==> config.mk <==
export PLATFORM = sky130hd
export DESIGN_NAME = ts_stub_seq
export DESIGN_NICKNAME = d
export VERILOG_FILES = /design/src/rtl/ts_pkg.sv /design/src/rtl/ts_remain_cntr.sv /design/src/rtl/ts_stub_seq.sv
export SDC_FILE = /design/constraint.sdc
export NUM_CORES = 1
export LEC_CHECK = 0
export ABC_AREA = 1
export BUFFER_PORTS_ARGS = -buffer_cell sky130_fd_sc_hd__buf_2
export CAP_MARGIN = 20
export CORE_AREA = 4 4 73 142
export DETAILED_ROUTE_END_ITERATION = 10
export DIE_AREA = 0 0 77 146
export PLACE_DENSITY_LB_ADDON = 0.05
export SKIP_LAST_GASP = 1
export SLEW_MARGIN = 20
export SYNTH_ARGS = -nofsm -noshare
export SYNTH_HDL_FRONTEND = slang
export SYNTH_SLANG_ARGS = --single-unit
==> constraint.sdc <==
create_clock -name clk -period 2.3 [get_ports clk]
set_input_delay 0.345 -clock clk [delete_from_list [all_inputs] [get_ports clk]]
set_output_delay 0.345 -clock clk [all_outputs]
set_load 0.02 [all_outputs]
==> src/rtl/ts_pkg.sv <==
`default_nettype none
// +----------------------------------------------------------------------+
// | ts_pkg : shared constants for the track-sorter stub sequencer         |
// | Rev 1.0                                                               |
// +----------------------------------------------------------------------+
package ts_pkg;

    localparam int DEF_STUB_CNT_BITS = 6;

    localparam int         STATE_BITS = 2;
    localparam logic [1:0] ST_IDLE    = 2'd0;
    localparam logic [1:0] ST_RUN     = 2'd1;
    localparam logic [1:0] ST_DRAIN   = 2'd2;

    // Output FIFO entry layout is {last, data}: the last flag sits above the stub word.
    localparam int ENTRY_LAST_BITS = 1;

    function automatic int entry_bits(input int stub_bits);
        return stub_bits + ENTRY_LAST_BITS;
    endfunction

endpackage
`default_nettype wire

==> src/rtl/ts_remain_cntr.sv <==
`default_nettype none
// +----------------------------------------------------------------------+
// | ts_remain_cntr : loadable saturating down-counter (remaining stubs)   |
// | Rev 1.0                                                               |
// +----------------------------------------------------------------------+
module ts_remain_cntr
    import ts_pkg::*;
#(
    parameter int CNT_BITS = DEF_STUB_CNT_BITS
) (
    input  logic                clk,
    input  logic                rst_n,
    input  logic                ld_en,
    input  logic                dec_en,
    input  logic [CNT_BITS-1:0] init,
    output logic [CNT_BITS-1:0] cnt,
    output logic                is_zero
);

    logic [CNT_BITS-1:0] count_q;
    logic [CNT_BITS-1:0] count_d;

    assign is_zero = (count_q == '0);
    assign cnt     = count_q;

    // Load wins over decrement; a decrement at zero is ignored.
    always_comb begin
        count_d = count_q;
        if (ld_en) begin
            count_d = init;
        end else if (dec_en && !is_zero) begin
            count_d = count_q - 1'b1;
        end
    end

    always_ff @(posedge clk or negedge rst_n) begin
        if (!rst_n) begin
            count_q <= '0;
        end else begin
            count_q <= count_d;
        end
    end

endmodule
`default_nettype wire

==> src/rtl/ts_stub_seq.sv <==
`default_nettype none
// +----------------------------------------------------------------------+
// | ts_stub_seq : per-crossing stub read sequencer with 2-entry out FIFO  |
// | Optional stall timeout/abort enabled by macro TS_SEQ_TIMEOUT_EN       |
// | Rev 1.0                                                               |
// +----------------------------------------------------------------------+
module ts_stub_seq
    import ts_pkg::*;
#(
    parameter int STUB_CNT_BITS = DEF_STUB_CNT_BITS,
    parameter int ADDR_BITS     = 8,
    parameter int STUB_BITS     = 32,
    parameter int TIMEOUT_CYC   = 64
) (
    input  logic                     clk,
    input  logic                     rst_n,
    input  logic                     bx_valid,
    output logic                     bx_ready,
    input  logic [STUB_CNT_BITS-1:0] bx_cnt,
    input  logic [ADDR_BITS-1:0]     bx_base,
    output logic                     rd_en,
    output logic [ADDR_BITS-1:0]     rd_addr,
    input  logic [STUB_BITS-1:0]     rd_data,
    output logic                     stub_valid,
    input  logic                     stub_ready,
    output logic [STUB_BITS-1:0]     stub_data,
    output logic                     stub_last,
    output logic                     bx_done,
    output logic                     bx_abort
);

    localparam int ENT_BITS = entry_bits(STUB_BITS);

    logic [STATE_BITS-1:0]    state_q, state_d;
    logic [ADDR_BITS-1:0]     addr_q, addr_d;
    logic                     inflight_q, inflight_d;
    logic                     inflight_last_q, inflight_last_d;
    logic [ENT_BITS-1:0]      ent0_q, ent0_d;
    logic [ENT_BITS-1:0]      ent1_q, ent1_d;
    logic [1:0]               fcnt_q, fcnt_d;

    logic [STUB_CNT_BITS-1:0] remain;
    logic                     remain_zero;
    logic                     remain_one;
    logic                     accept;
    logic                     pop;
    logic                     push;
    logic                     abort;
    logic                     rd_go;
    logic [1:0]               occ;
    logic [ENT_BITS-1:0]      push_ent;

    assign bx_ready   = (state_q == ST_IDLE);
    assign accept     = bx_valid & bx_ready;
    assign stub_valid = (fcnt_q != 2'd0);
    assign pop        = stub_valid & stub_ready;
    assign push       = inflight_q;
    assign occ        = fcnt_q + {1'b0, inflight_q};
    assign remain_one = (remain == STUB_CNT_BITS'(1));

    // Occupancy counts the in-flight read, so a read is only launched when its
    // data is guaranteed a FIFO slot on arrival.
    assign rd_go = (state_q == ST_RUN) & ~remain_zero &
                   (occ < (2'd2 + {1'b0, pop})) & ~abort;

    assign rd_en     = rd_go;
    assign rd_addr   = addr_q;
    assign push_ent  = {inflight_last_q, rd_data};
    assign stub_data = stub_valid ? ent0_q[STUB_BITS-1:0] : '0;
    assign stub_last = stub_valid & ent0_q[STUB_BITS];
    assign bx_done   = (state_q == ST_DRAIN) & (fcnt_q == 2'd0) & ~inflight_q & ~abort;
    assign bx_abort  = abort;

`ifdef TS_SEQ_TIMEOUT_EN
    localparam int STALL_BITS = $clog2(TIMEOUT_CYC + 1);

    logic [STALL_BITS-1:0] stall_q, stall_d;

    always_comb begin
        stall_d = stall_q;
        if ((state_q == ST_IDLE) || !stub_valid || stub_ready) begin
            stall_d = '0;
        end else if (stall_q != STALL_BITS'(TIMEOUT_CYC)) begin
            stall_d = stall_q + 1'b1;
        end
    end

    always_ff @(posedge clk or negedge rst_n) begin
        if (!rst_n) begin
            stall_q <= '0;
        end else begin
            stall_q <= stall_d;
        end
    end

    assign abort = (state_q != ST_IDLE) & (stall_q == STALL_BITS'(TIMEOUT_CYC));
`else
    logic [31:0] unused_timeout_cyc;

    assign unused_timeout_cyc = 32'(TIMEOUT_CYC);
    assign abort              = 1'b0;
`endif

    ts_remain_cntr #(
        .CNT_BITS (STUB_CNT_BITS)
    ) u_remain (
        .clk     (clk),
        .rst_n   (rst_n),
        .ld_en   (accept | abort),
        .dec_en  (rd_go),
        .init    (abort ? '0 : bx_cnt),
        .cnt     (remain),
        .is_zero (remain_zero)
    );

    always_comb begin
        state_d         = state_q;
        addr_d          = addr_q;
        inflight_d      = rd_go;
        inflight_last_d = rd_go & remain_one;
        case (state_q)
            ST_IDLE: begin
                if (accept) begin
                    addr_d  = bx_base;
                    state_d = (bx_cnt != '0) ? ST_RUN : ST_DRAIN;
                end
            end
            ST_RUN: begin
                if (rd_go) begin
                    addr_d = addr_q + 1'b1;
                    if (remain_one) begin
                        state_d = ST_DRAIN;
                    end
                end
            end
            ST_DRAIN: begin
                if ((fcnt_q == 2'd0) && !inflight_q) begin
                    state_d = ST_IDLE;
                end
            end
            default: state_d = ST_IDLE;
        endcase
        if (abort) begin
            state_d         = ST_IDLE;
            inflight_d      = 1'b0;
            inflight_last_d = 1'b0;
        end
    end

    // ent0 is always the head; a push with one entry resident lands in ent1.
    always_comb begin
        ent0_d = ent0_q;
        ent1_d = ent1_q;
        fcnt_d = fcnt_q;
        if (abort) begin
            ent0_d = '0;
            ent1_d = '0;
            fcnt_d = 2'd0;
        end else begin
            case ({push, pop})
                2'b10: begin
                    if (fcnt_q == 2'd0) begin
                        ent0_d = push_ent;
                    end else begin
                        ent1_d = push_ent;
                    end
                    fcnt_d = fcnt_q + 2'd1;
                end
                2'b01: begin
                    ent0_d = ent1_q;
                    fcnt_d = fcnt_q - 2'd1;
                end
                2'b11: begin
                    if (fcnt_q == 2'd1) begin
                        ent0_d = push_ent;
                    end else begin
                        ent0_d = ent1_q;
                        ent1_d = push_ent;
                    end
                end
                default: ;
            endcase
        end
    end

    always_ff @(posedge clk or negedge rst_n) begin
        if (!rst_n) begin
            state_q         <= ST_IDLE;
            addr_q          <= '0;
            inflight_q      <= 1'b0;
            inflight_last_q <= 1'b0;
            ent0_q          <= '0;
            ent1_q          <= '0;
            fcnt_q          <= 2'd0;
        end else begin
            state_q         <= state_d;
            addr_q          <= addr_d;
            inflight_q      <= inflight_d;
            inflight_last_q <= inflight_last_d;
            ent0_q          <= ent0_d;
            ent1_q          <= ent1_d;
            fcnt_q          <= fcnt_d;
        end
    end

endmodule
`default_nettype wire

==> impl_results.html <==
<table>
<tr><th>Metric</th><th>Value</th></tr>
<tr><th colspan="2">Die</th></tr>
<tr><td>Die Span X</td><td>between 70 and 80 um</td></tr>
<tr><td>Cell row count</td><td>50</td></tr>
<tr><td>Initial standard-cell utilization of the core</td><td>0.487</td></tr>
<tr><td>Height of the die</td><td>around 150 um</td></tr>
<tr><td>Core Region</td><td>0.00932 mm2</td></tr>
<tr><td>Number of top-level pins</td><td>96</td></tr>
<tr><td>Die Outline Area</td><td>about 0.011 mm2</td></tr>
<tr><th colspan="2">Power and ir drop</th></tr>
<tr><td>Lkg Pwr</td><td>0.00284 uW</td></tr>
<tr><td>IR drop worst, VDD</td><td>between 0.7 and 0.8 mV</td></tr>
<tr><td>Power per standard cell area</td><td>~1500 mW/mm2</td></tr>
<tr><th colspan="2">Global routing</th></tr>
<tr><td>Via count of the first global-routing pass</td><td>around 4,100</td></tr>
<tr><td>Total overflow reported by the global router</td><td>0</td></tr>
<tr><td>Antenna violations before repair</td><td>0</td></tr>
<tr><td>Wire length of the first global-routing pass</td><td>~18,000 um</td></tr>
<tr><td>Largest net degree at the start of global routing</td><td>67</td></tr>
<tr><td>Global router's overall resource usage</td><td>0.197</td></tr>
<tr><th colspan="2">Hold path</th></tr>
<tr><td>Source of the worst hold timing path</td><td>bx_cnt[3]</td></tr>
<tr><td>Worst hold path stage count</td><td>3</td></tr>
<tr><td>Worst hold-check path type</td><td>in -&gt; reg</td></tr>
<tr><td>End of the worst hold path</td><td>u_remain.cnt[3]</td></tr>
<tr><th colspan="2">STA</th></tr>
<tr><td>Hold violation count in the final report</td><td>0</td></tr>
<tr><td>Final Setup Violations</td><td>0</td></tr>
<tr><td>Highest clock frequency the design can meet</td><td>around 460 MHz</td></tr>
<tr><td>Transition time at the pin with the least slew margin</td><td>522 ps</td></tr>
<tr><td>Worst hold slack</td><td>237 ps</td></tr>
<tr><td>Slew Limit Fails</td><td>0</td></tr>
<tr><td>TNS Setup</td><td>0 ps</td></tr>
<tr><td>Setup repair after global routing missed its margin</td><td>no</td></tr>
<tr><td>Tightest slew margin relative to the limit</td><td>0.652</td></tr>
<tr><td>Final Cycle Share</td><td>0.946</td></tr>
<tr><td>Post-Route Skew</td><td>between 4 and 5 ps</td></tr>
<tr><td>Min Clock Period, post-route</td><td>approximately 2200 ps</td></tr>
<tr><th colspan="2">Critical path</th></tr>
<tr><td>Cell occurring most often along the worst timing path</td><td>sky130_fd_sc_hd__inv_1</td></tr>
<tr><td>R2R depth</td><td>10</td></tr>
<tr><td>Type of the setup path with the least slack</td><td>reg -&gt; out</td></tr>
<tr><td>Setup slack, reg-to-reg</td><td>around 300 ps</td></tr>
<tr><td>Worst path slowest cell</td><td>sky130_fd_sc_hd__dfrtp_1</td></tr>
<tr><td>Crit. End Element</td><td>primary output</td></tr>
<tr><td>Worst-path maximum fanout</td><td>11</td></tr>
<tr><td>Cell-by-cell listing of the critical path</td><td>ha_1, inv_1, nand3_1, nand2_1, nand3_4, inv_1, buf_2</td></tr>
<tr><td>Worst r2r src</td><td>fcnt_q[0]</td></tr>
<tr><td>Kind of start point of the critical path</td><td>flip-flop</td></tr>
<tr><td>Required time of the critical path</td><td>between 1500 and 2000 ps</td></tr>
<tr><td>Endpoint arrival time on the critical path</td><td>1830 ps</td></tr>
<tr><td>Worst R2R End</td><td>ent1_q[4]</td></tr>
<tr><td>Max stage delay on crit path</td><td>between 400 and 500 ps</td></tr>
<tr><th colspan="2">Final layout</th></tr>
<tr><td>Number of nets in the layout</td><td>732</td></tr>
<tr><td>Layout overhead on the synthesized area</td><td>19.1%</td></tr>
<tr><td>Count of antenna diodes in the layout</td><td>0</td></tr>
<tr><td>Fraction of layout cells with a size suffix above 1</td><td>0.199</td></tr>
<tr><th colspan="2">Place</th></tr>
<tr><td>HPWL after detailed placement</td><td>7430 um</td></tr>
<tr><td>Number of input and output port buffers inserted</td><td>94</td></tr>
<tr><td>Gp weighted congestion</td><td>approximately 0.8</td></tr>
<tr><th colspan="2">Logic synthesis</th></tr>
<tr><td>Count of yosys warnings during synthesis</td><td>0</td></tr>
<tr><td>Primary flip-flop cell chosen by synthesis mapping</td><td>sky130_fd_sc_hd__dfrtp_1</td></tr>
<tr><td>Cells taking the most area after synthesis</td><td>sky130_fd_sc_hd__dfrtp_1, sky130_fd_sc_hd__nand2_1, sky130_fd_sc_hd__o21ai_0</td></tr>
<tr><td>Portion of the post-synthesis area used by sequential elements</td><td>0.474</td></tr>
<tr><td>Area share of the largest cell type after synthesis</td><td>0.474</td></tr>
<tr><td>Unique masters post-synth</td><td>31</td></tr>
<tr><td>Number of synthesized register bits</td><td>86</td></tr>
<tr><td>Synthesized instance count</td><td>a little under 600</td></tr>
<tr><td>Async set or reset register ratio after synthesis</td><td>1.00</td></tr>
<tr><td>Most frequently used cell type in the post-synthesis netlist</td><td>sky130_fd_sc_hd__nand2_1</td></tr>
<tr><td>Synthesized area per cell</td><td>between 7 and 8 um2</td></tr>
<tr><td>Post-synth design cell area</td><td>around 0.0045 mm2</td></tr>
<tr><td>Nets in the synthesized netlist</td><td>~650</td></tr>
<tr><td>Post-synth EDFFs</td><td>0</td></tr>
<tr><td>Cell taking the most area after synthesis</td><td>sky130_fd_sc_hd__dfrtp_1</td></tr>
<tr><td>Top post-synthesis cells by count</td><td>sky130_fd_sc_hd__nand2_1, sky130_fd_sc_hd__inv_1, sky130_fd_sc_hd__o21ai_0</td></tr>
<tr><th colspan="2">Clock tree</th></tr>
<tr><td>Clock tree from TritonCTS</td><td>built</td></tr>
<tr><td>Root buffer selected by CTS</td><td>sky130_fd_sc_hd__clkbuf_16</td></tr>
<tr><td>Clk Latency, worst-skew pair</td><td>340 ps</td></tr>
<tr><td>Buffer depth of the longest clock path</td><td>2</td></tr>
<tr><td>Clock Sinks</td><td>86</td></tr>
<tr><td>Inserted Clock Buffers</td><td>9</td></tr>
<tr><td>Maximum level of the CTS H-tree</td><td>3</td></tr>
<tr><td>Clock transition at the registers of the reported paths</td><td>approximately 60 ps</td></tr>
<tr><th colspan="2">Status</th></tr>
<tr><td>Outcome</td><td>finished, final reports clean</td></tr>
<tr><th colspan="2">Detailed routing</th></tr>
<tr><td>WL per Instance</td><td>between 10 and 15 um</td></tr>
<tr><td>Total routed wirelength</td><td>~10,000 um</td></tr>
<tr><td>Antenna viol nets, final</td><td>0</td></tr>
<tr><td>DR iter-0 viols</td><td>228</td></tr>
<tr><td>Via count normalized by instance count</td><td>roughly 5.1</td></tr>
<tr><td>DRC Markers</td><td>0</td></tr>
<tr><td>Detailed-router iteration count before antenna repair</td><td>4</td></tr>
<tr><td>Vias after detailed routing</td><td>about 4,000</td></tr>
<tr><th colspan="2">Flow run</th></tr>
<tr><td># Max-Cap Violations</td><td>0</td></tr>
</table>
registers in the layout, indices dropped and copies added (netlist names):
signal,cells
rd_addr,8
fcnt_q,2
inflight_q,1
state_q,2
u_remain.cnt,6
ent0_q,33
ent1_q,33
inflight_last_q,1
layout make-up:
class | instances | area [um2]
clock buffer | 10 | 239
clock inverter | 6 | 47.5
fill | 880 | 3920
inverter | 93 | 352
multi-input combinational | 375 | 1850
sequential | 86 | 2150
tap | 104 | 130
timing repair buffer | 107 | 627
power breakdown:
part           internal (uW)  switching (uW)
sequential              2230             376
clock                    764             604
combinational           1420            2680
total                   4420            3660
critical path, delay by kind of cell, from the launching register on:
kind	cells	cell delay [ps]
DFF	1	460
buffers and inverters	3	400
adders and majority gates	1	320
and+or+nand+nor	3	310
layer usage:
| metal | global-route usage | vias to the layer above | wire length (um) | share of wire |
|---|---|---|---|---|
| li1 | - | 2036 | - | - |
| met3 | 0.0471 | 11 | 516 | 0.049 |
| met1 | 0.212 | 1839 | 4200 | 0.40 |
| met4 | 0.0615 | 0 | 129 | 0.012 |
| met2 | 0.372 | 89 | 5610 | 0.54 |
| met5 | 0 | - | 0 | 0 |
how the worst max path moves through the flow:
stage | to | from | slack (ps)
after detailed placement | ent0_q[0] | fcnt_q[0] | 240
after global placement | ent0_q[4] | fcnt_q[0] | 320
final | rd_en | inflight_q | 120
after global routing | rd_en | inflight_q | 0.4
after CTS | rd_en | inflight_q | 100
after floorplan | ent1_q[13] | fcnt_q[0] | 300
logic make-up (layout without fill, tap and decap cells):
kind of cell / after synthesis / after routing / share of synthesized area
flops: 86 / 86 / 0.474
other cells: 1 / 1 / 0.000827
buf+inv: 126 / 216 / 0.123
compound gates: 150 / 150 / 0.171
fa+ha+maj: 10 / 10 / 0.0276
simple gates: 208 / 208 / 0.192
xor+xnor: 6 / 6 / 0.0116
per-stage QoR:
stage / cells / total power [uW] / worst slack, ps / instance area (um2) / util
after detailed placement: 764 / 6780 / 242 / 5100 / 0.547
after global routing: 781 / 8850 / 0.433 / 5400 / 0.579
after CTS: 781 / 8200 / 103 / 5400 / 0.579
final: 781 / 8070 / 124 / 5400 / 0.579
after floorplan: 587 / 5660 / 298 / 4540 / -
after global placement: 764 / 6670 / 322 / 5100 / 0.547
cell usage in the layout, fill, tap and decap left out, types with 3 or more instances in the layout:
cell type	synthesis	final
sky130_fd_sc_hd__nand4_1	6	6
sky130_fd_sc_hd__o211ai_1	3	3
sky130_fd_sc_hd__buf_2	11	93
sky130_fd_sc_hd__o21ai_0	90	90
sky130_fd_sc_hd__clkinvlp_4	0	4
sky130_fd_sc_hd__a21oi_1	3	3
sky130_fd_sc_hd__o21ai_1	50	50
sky130_fd_sc_hd__buf_12	0	4
sky130_fd_sc_hd__ha_1	10	8
sky130_fd_sc_hd__nand3_1	25	25
sky130_fd_sc_hd__inv_1	90	90
sky130_fd_sc_hd__dfrtp_1	86	86
sky130_fd_sc_hd__clkbuf_16	0	9
sky130_fd_sc_hd__nand2_1	120	120
sky130_fd_sc_hd__nor2_1	48	48
sky130_fd_sc_hd__buf_4	8	8
sky130_fd_sc_hd__xnor2_1	4	4
timing repair:
item	CTS	global route
gates resized for setup	0	2
hold buffers	1	0
buffers inserted	0	0
hold endpoints to repair	6	0
endpoints found under the setup margin	0	4
Power figures use the tool's default switching activity.
